## config.mk

```make
export PLATFORM = sky130hd
export DESIGN_NAME = imm_extend_pipe
export DESIGN_NICKNAME = d
export VERILOG_FILES = /design/src/rtl/imm_extend_pipe_pkg.sv /design/src/rtl/imm_extend_pipe_core.sv /design/src/rtl/imm_extend_pipe.sv
export SDC_FILE = /design/constraint.sdc
export NUM_CORES = 1
export LEC_CHECK = 0
export BUFFER_PORTS_ARGS = -buffer_cell sky130_fd_sc_hd__buf_2
export CAP_MARGIN = 5
export CORE_UTILIZATION = 45
export DETAILED_ROUTE_END_ITERATION = 8
export HOLD_SLACK_MARGIN = 0.1
export PLACE_DENSITY = 0.66
export SKIP_LAST_GASP = 1
export SYNTH_ARGS = -nofsm -noshare
export SYNTH_HDL_FRONTEND = slang
export SYNTH_SLANG_ARGS = --single-unit
```

## constraint.sdc

```tcl
create_clock -name clk_i -period 3.2 [get_ports clk_i]
set_input_delay 0.64 -clock clk_i [delete_from_list [all_inputs] [get_ports clk_i]]
set_output_delay 0.64 -clock clk_i [all_outputs]
set_load 0.01 [all_outputs]
```

## src/rtl/imm_extend_pipe_pkg.sv

```systemverilog
// Shared encodings for immediate extension: mode codes used by the decode stage
// and the state codes of the two-entry skid buffer around the extender.
package imm_extend_pipe_pkg;

   localparam logic [1:0] MODE_SIGN   = 2'd0;
   localparam logic [1:0] MODE_ZERO   = 2'd1;
   localparam logic [1:0] MODE_UPPER  = 2'd2;
   localparam logic [1:0] MODE_BRANCH = 2'd3;

   localparam logic [1:0] ST_EMPTY = 2'd0;
   localparam logic [1:0] ST_ONE   = 2'd1;
   localparam logic [1:0] ST_TWO   = 2'd2;

endpackage

```

## src/rtl/imm_extend_pipe_core.sv

```systemverilog
// Pure combinational immediate extender: SIGN, ZERO, UPPER and BRANCH forms of
// an IN_W-bit field into an OUT_W-bit result.
module imm_ext_core
   import imm_extend_pipe_pkg::*;
#(
   parameter int IN_W  = 16,
   parameter int OUT_W = 32
) (
   input  logic [IN_W-1:0]  data_i,
   input  logic [1:0]       mode_i,
   output logic [OUT_W-1:0] data_o
);

   logic [OUT_W-1:0] sign_ext;
   logic [OUT_W-1:0] zero_ext;
   logic [OUT_W-1:0] upper_ext;
   logic [OUT_W-1:0] branch_ext;

   assign sign_ext   = {{(OUT_W-IN_W){data_i[IN_W-1]}}, data_i};
   assign zero_ext   = {{(OUT_W-IN_W){1'b0}}, data_i};
   assign upper_ext  = {data_i, {(OUT_W-IN_W){1'b0}}};
   // The two dropped MSBs are copies of the sign bit since OUT_W >= IN_W+2.
   assign branch_ext = {sign_ext[OUT_W-3:0], 2'b00};

   always_comb begin
      // NOTE: every always_comb output gets a default first so no path can infer a latch.
      data_o = sign_ext;
      case (mode_i)
         MODE_ZERO:   data_o = zero_ext;
         MODE_UPPER:  data_o = upper_ext;
         MODE_BRANCH: data_o = branch_ext;
         default:     data_o = sign_ext;
      endcase
   end

endmodule

```

## src/rtl/imm_extend_pipe.sv

```systemverilog
// Registered immediate extender with valid/ready handshakes on both sides and a
// two-entry (output + skid) buffer so in_ready_o never depends on out_ready_i.
module imm_extend_pipe
   import imm_extend_pipe_pkg::*;
#(
   parameter int IN_W  = 16,
   parameter int OUT_W = 32
) (
   input  logic             clk_i,
   input  logic             rst_i,
   input  logic             in_valid_i,
   output logic             in_ready_o,
   input  logic [IN_W-1:0]  data_i,
   input  logic [1:0]       mode_i,
   output logic             out_valid_o,
   input  logic             out_ready_i,
   output logic [OUT_W-1:0] data_o,
   output logic [1:0]       mode_o
);

   if (OUT_W < IN_W + 2) begin : g_bad_params
      $error("imm_extend_pipe: OUT_W must be at least IN_W+2");
   end

   logic [1:0]       state_q, state_d;
   logic [OUT_W-1:0] out_data_q, out_data_d;
   logic [1:0]       out_mode_q, out_mode_d;
   logic [OUT_W-1:0] skid_data_q, skid_data_d;
   logic [1:0]       skid_mode_q, skid_mode_d;
   logic [OUT_W-1:0] ext_data;
   logic             accept;
   logic             xfer;

   imm_ext_core #(
      .IN_W  (IN_W),
      .OUT_W (OUT_W)
   ) u_core (
      .data_i (data_i),
      .mode_i (mode_i),
      .data_o (ext_data)
   );

   // Both flags decode the state register only, so neither has a path from out_ready_i.
   assign in_ready_o  = (state_q != ST_TWO);
   assign out_valid_o = (state_q != ST_EMPTY);
   assign data_o      = out_data_q;
   assign mode_o      = out_mode_q;

   assign accept = in_valid_i & in_ready_o;
   assign xfer   = out_valid_o & out_ready_i;

   always_comb begin
      state_d     = state_q;
      out_data_d  = out_data_q;
      out_mode_d  = out_mode_q;
      skid_data_d = skid_data_q;
      skid_mode_d = skid_mode_q;
      case (state_q)
         ST_EMPTY: begin
            if (accept) begin
               out_data_d = ext_data;
               out_mode_d = mode_i;
               state_d    = ST_ONE;
            end
         end
         ST_ONE: begin
            if (accept && xfer) begin
               out_data_d = ext_data;
               out_mode_d = mode_i;
            end else if (accept) begin
               skid_data_d = ext_data;
               skid_mode_d = mode_i;
               state_d     = ST_TWO;
            end else if (xfer) begin
               state_d = ST_EMPTY;
            end
         end
         ST_TWO: begin
            if (xfer) begin
               out_data_d = skid_data_q;
               out_mode_d = skid_mode_q;
               state_d    = ST_ONE;
            end
         end
         default: state_d = ST_EMPTY;
      endcase
   end

   always_ff @(posedge clk_i) begin
      // NOTE: sequential state uses non-blocking assignments so all registers update together.
      if (rst_i) begin
         // NOTE: the data registers are cleared too, not just the state, so data_o reads 0 after reset.
         state_q     <= ST_EMPTY;
         out_data_q  <= '0;
         out_mode_q  <= '0;
         skid_data_q <= '0;
         skid_mode_q <= '0;
      end else begin
         state_q     <= state_d;
         out_data_q  <= out_data_d;
         out_mode_q  <= out_mode_d;
         skid_data_q <= skid_data_d;
         skid_mode_q <= skid_mode_d;
      end
   end

endmodule

```

==> flow_metrics.tcl, run 1 <==
set metrics [dict create \
    status "finished, final reports clean" \
    reg2regPathDepth 4 \
    reg2reg_setup_slack_ps 1480 \
    utilization 0.533 \
    wl_per_cell_um 16.5 \
    core_area_um2 7410 \
    end_kind "primary output" \
    worstPathMaxFanout 21 \
    timing.final.crit_share 0.715 \
    fin_skew_ps 7.82 \
    peakVddDrop_mv 0.229 \
    dr.pass1.iters 5 \
    holdWs_ps 461 \
    fin_nets 451 \
    final_cells 532 \
    rsz0062_at_grt "no" \
    hold_violations 0 \
    fin_area_um2 3950 \
    clock_power_share 0.330 \
    start_util 0.474 \
    arrival_ps 1650 \
    grt_pass1_vias 2914 \
    p_int_mw 1.39 \
    grt_pass1_wl_mm 14.8 \
    postSynthNetCount 415 \
    dp.cells 517 \
    power_frac_comb 0.177 \
    worst_slew_pin_slew_ps 698 \
    fmax_mhz 437 \
    yosysSeqAreaShare 0.399 \
    std_cell_rows 31 \
    drc_errors 0 \
    fillers 704 \
    ant_nets 0 \
    dp_hpwl_mm 5.43 \
    ctsResizeCount 0 \
    startpoint "state_q[1]" \
    grt_usage 0.224 \
    clock-sinks 70 \
    gp_congestion 0.772 \
    cts_made_buffers 9 \
    vias 3051 \
    finalWirelength_mm 8.76 \
    synth-seq-cells 70 \
    drive_gt1_frac 0.206 \
    die_area_um2 8160 \
    clock_latency_ps 340 \
    r2r-end "data_o[24]" \
    io_pins 58 \
    maxCapViolCount 0 \
    drv_slew 0 \
    die_h_um 90.4 \
    powerDensity_nw_per_um2 493 \
    max_slew_margin 0.534 \
    port_buffers 57 \
    antenna_found_initial 0 \
    synth_area_um2 3510 \
    die_w_um 90.4 \
    area_growth_pct 12.4 \
    synthCells 393 \
    yosys.area.top_type_share 0.399 \
    grt_max_degree 50 \
    synth_warnings 0 \
    p_leak_nw 1.50 \
    yosysTopAreaCell "dfxtp_1" \
    synth_area_leaders "dfxtp_1, a32o_1, a211oi_1" \
    cts_hold_buf 0 \
    placed_cell_area_um2 3780 \
    finalSetupViolations 0 \
    swShare 0.284 \
    cts_setup_buffers 0 \
    critPathCapture "in_ready_o" \
    n_antenna_cell 0 \
    avgSynthCellArea_um2 8.94 \
    worstPathRequired_ps 2560 \
    fin_crit_ps 2290 \
    p_switching_mw 0.554 \
    fin_tns_setup_ps 0 \
    power_frac_seq 0.492 \
    clk_pin_slew_worst_paths_ps 70 \
    path_class "reg -> out" \
    h-tree-depth 3 \
    synth.distinct_cells 38 \
    routed_via_density 5.73 \
    grt_overflow 0 \
    drt_iter0_markers 224 \
    min_path_type "reg -> reg" \
    ctsRootBufferMaster "clkbuf_8" \
    rr_startpoint "state_q[1]" \
    clockBufferDepth 2 \
    cts_tree "yes" \
    start_kind "register" \
]
-- state kept, by name, summed over array words and instances, names as in the netlist --
name,cells
data_o,32
mode_o,2
state_q,2
skid_data_q,32
skid_mode_q,2
-- worst max-delay path, stage by stage, from the launching register on --
cell,delay (ps)
dfxtp_1,380
nor2b_4,160
inv_1,510
buf_2,250
-- synth_stat cells, drive strengths merged --
| cell type | number |
|---|---|
| dfxtp | 70 |
| a211oi | 34 |
| nor2 | 32 |
| nand2b | 30 |
| nor2b | 30 |
| a32o | 29 |
| buf | 21 |
| a21oi | 20 |
| clkbuf | 20 |
| nand2 | 20 |
| a211o | 15 |
| o211ai | 15 |
| nand3b | 13 |
| o21ai | 13 |
| a311oi | 5 |
| inv | 4 |
| a21o | 3 |
| and2 | 2 |
| mux2 | 2 |
| nand3 | 2 |
| nor3b | 2 |
| or3b | 2 |
| and3b | 1 |
| and4bb | 1 |
| mux2i | 1 |
| nand4bb | 1 |
| nor3 | 1 |
| nor4bb | 1 |
| o21a | 1 |
| or2 | 1 |
| xor2 | 1 |
-- cell usage in the layout, fill, tap and decap left out, types with 20 or more instances in the layout --
cell type and count:
a211oi_1 33, a21oi_1 20, a32o_1 29, buf_2 57
dfxtp_1 70, nand2_1 20, nand2b_1 30, nor2_1 32
nor2b_1 29
-- how the worst min path moves through the flow --
stage / from / to / cells past startpoint
4_1_cts: skid_mode_q[0] / skid_mode_q[0] / 2
3_3_place_gp: data_o[23] / data_o[23] / 1
5_1_grt: data_o[23] / data_o[23] / 1
2_1_floorplan: skid_data_q[0] / skid_data_q[0] / 2
3_5_place_dp: data_o[9] / data_o[9] / 1
6_report: skid_mode_q[0] / skid_mode_q[0] / 2
-- through the flow --
stage / setup slack, ps / power [mW]
2_1_floorplan: 1390 / 1.22
3_5_place_dp: 845 / 1.32
4_1_cts: 904 / 1.96
3_3_place_gp: 956 / 1.32
6_report: 912 / 1.95
5_1_grt: 828 / 2.05
-- area by class of cell --
class,count,area [µm²],area share
Multi-Input combinational cell,278,1870,0.474
Sequential cell,70,1400,0.355
Timing Repair Buffer,66,365,0.0925
Clock buffer,11,151,0.0383
Tap cell,99,124,0.0314
Clock inverter,4,22.5,0.00570
Inverter,4,15.0,0.00380
-- cell families (layout without fill, tap and decap cells) --
kind of cell / count (synthesis) / after routing / synth area share
compound gates: 135 / 135 / 0.296
xor+xnor: 1 / 1 / 0.00249
buf+inv: 45 / 85 / 0.0702
flops: 70 / 70 / 0.399
mux: 3 / 3 / 0.0103
simple gates: 139 / 139 / 0.222
-- per-layer routing --
metal  wire length [µm]  vias up  part of all wire  global-route usage
met5                  0        -                 0                   0
met4                 68        0            0.0078              0.0685
met3                475        6             0.054              0.0480
met2               3960       95              0.45               0.335
met1               4260     1432              0.49               0.321
li1                   -     1518                 -                   -
-- power groups by stage --
stage                     clock, mW  sequential, mW  combinational, mW
after global placement            0           0.977              0.339
after floorplan                   0           0.994              0.224
after CTS                     0.659           0.959              0.346
final                         0.643           0.958              0.345
after detailed placement          0           0.979              0.344
after global routing          0.701           0.967              0.379
Power figures use the tool's default switching activity.
==> run 2, diff against run 1 <==
==> constraint.sdc (replaced) <==
create_clock -name clk_i -period 2.3 [get_ports clk_i]
set_input_delay 0.46 -clock clk_i [delete_from_list [all_inputs] [get_ports clk_i]]
set_output_delay 0.46 -clock clk_i [all_outputs]
set_load 0.01 [all_outputs]
==> run 2 against run 1 <==
Cell area is 0.86% higher. Wire length is 0.31% higher. Critical path depth is 1 higher. Count of clock-buffer cells in the layout increased by 3. Non-clock buffer count up 7. Die area unchanged. Power grew 39%. Setup slack worse by 550 ps. Hold slack got worse by 20 ps. Largest cell class unchanged.
==> flow_metrics.tcl, run 2 (synthesized netlist as in run 1, its figures left out) <==
set metrics [dict create \
    finalWirelength_mm 8.79 \
    clockBufferDepth 2 \
    std_cell_rows 31 \
    clk_pin_slew_worst_paths_ps 60 \
    wl_per_cell_um 16.3 \
    die_area_um2 8160 \
    core_area_um2 7410 \
    rr_startpoint "state_q[1]" \
    die_h_um 90.4 \
    fin_nets 458 \
    reg2regPathDepth 4 \
    startpoint "state_q[1]" \
    hold_depth 3 \
    fmax_mhz 516 \
    area_growth_pct 13.4 \
    cts_hold_buf 0 \
    cts_tree "yes" \
    clock-sinks 70 \
    h-tree-depth 3 \
    swShare 0.280 \
    vias 3086 \
    drt_iter0_markers 156 \
    grt_usage 0.224 \
    min_path_type "in -> reg" \
    utilization 0.538 \
    power_frac_comb 0.179 \
    holdWs_ps 441 \
    die_w_um 90.4 \
    path_class "reg -> out" \
    status "finished, final reports clean" \
    max_slew_margin 0.356 \
    hp-start "data_i[15]" \
    p_int_mw 1.95 \
    routed_via_density 5.73 \
    placed_cell_area_um2 3820 \
    power_frac_seq 0.492 \
    io_pins 58 \
    drc_errors 0 \
    worstPathRequired_ps 1840 \
    worstPathMaxFanout 18 \
    peakVddDrop_mv 0.294 \
    dp_hpwl_mm 5.70 \
    n_antenna_cell 0 \
    ctsResizeCount 0 \
    antenna_found_initial 0 \
    end_kind "primary output" \
    drv_slew 0 \
    timing.final.crit_share 0.843 \
    fin_area_um2 3980 \
    grt_pass1_vias 2796 \
    total_power_mw 2.71 \
    rsz0062_at_grt "no" \
    drive_gt1_frac 0.211 \
    p_leak_nw 1.52 \
    hold_violations 0 \
    cts_made_buffers 9 \
    grt_max_degree 36 \
    cts_setup_buffers 0 \
    ant_nets 0 \
    maxCapViolCount 0 \
    port_buffers 57 \
    grt_pass1_wl_mm 14.5 \
    final_common_cell "dfxtp_1" \
    dr.pass1.iters 4 \
    grt_overflow 0 \
    finalSetupViolations 0 \
    arrival_ps 1480 \
    clock_latency_ps 350 \
    powerDensity_nw_per_um2 680 \
    final_cell_mix "dfxtp_1, buf_2, a211oi_1" \
    fin_crit_ps 1940 \
    start_util 0.474 \
    clock_power_share 0.329 \
    ctsRootBufferMaster "clkbuf_8" \
    worst_slew_pin_slew_ps 963 \
    start_kind "register" \
    fin_skew_ps 9.35 \
    p_switching_mw 0.759 \
    gp_congestion 0.774 \
    fin_tns_setup_ps 0 \
]
[run 2: changes by cell type in the layout (fill, tap and decap cells not counted), sizes merged]
cell	change
clkinv	-2
clkinvlp	-1
clkbuf	+3
buf	+7
[run 2: metrics by stage]
| step | worst slack, ps | std cells |
|---|---|---|
| 4_1_cts | 370 | 539 |
| 5_1_grt | 272 | 539 |
| 2_1_floorplan | 673 | 393 |
| 6_report | 362 | 539 |
| 3_5_place_dp | 274 | 524 |
| 3_3_place_gp | 356 | 524 |
[run 2: cell type report]
cell class	count	area, µm²
clock inverters	1	5.00
repair buffers	73	405
multi-input cells	278	1870
inverters	4	15.0
fillers	739	3420
well taps	99	124
flip-flops and latches	70	1400
clock buffers	14	163
[run 2: metal layers]
metal,vias to the layer above,routed length [µm],global-route usage
met5,-,0,0
met4,0,124,0.0941
met3,10,510,0.0345
met2,85,4020,0.340
met1,1462,4130,0.316
li1,1529,-,-
[run 2: power groups by stage]
stage	logic (mW)	registers (mW)	clock network [mW]
floorplan	0.311	1.38	0
global placement	0.479	1.36	0
detailed placement	0.483	1.36	0
CTS	0.487	1.33	0.912
global route	0.532	1.34	0.959
finish	0.484	1.33	0.892
[run 2: worst paths after layout]
check / slack (ps) / endpoint
setup / recovery: 360 / in_ready_o
hold / removal: 440 / skid_data_q[31]
setup reg to reg: 580 / data_o[13]
hold reg to reg: 460 / skid_data_q[0]
[run 2: critical path: stages, from the launching register on]
cell and delay [ps]:
dfxtp_1 470, nor2b_4 210, buf_4 230, inv_1 80
buf_2 140
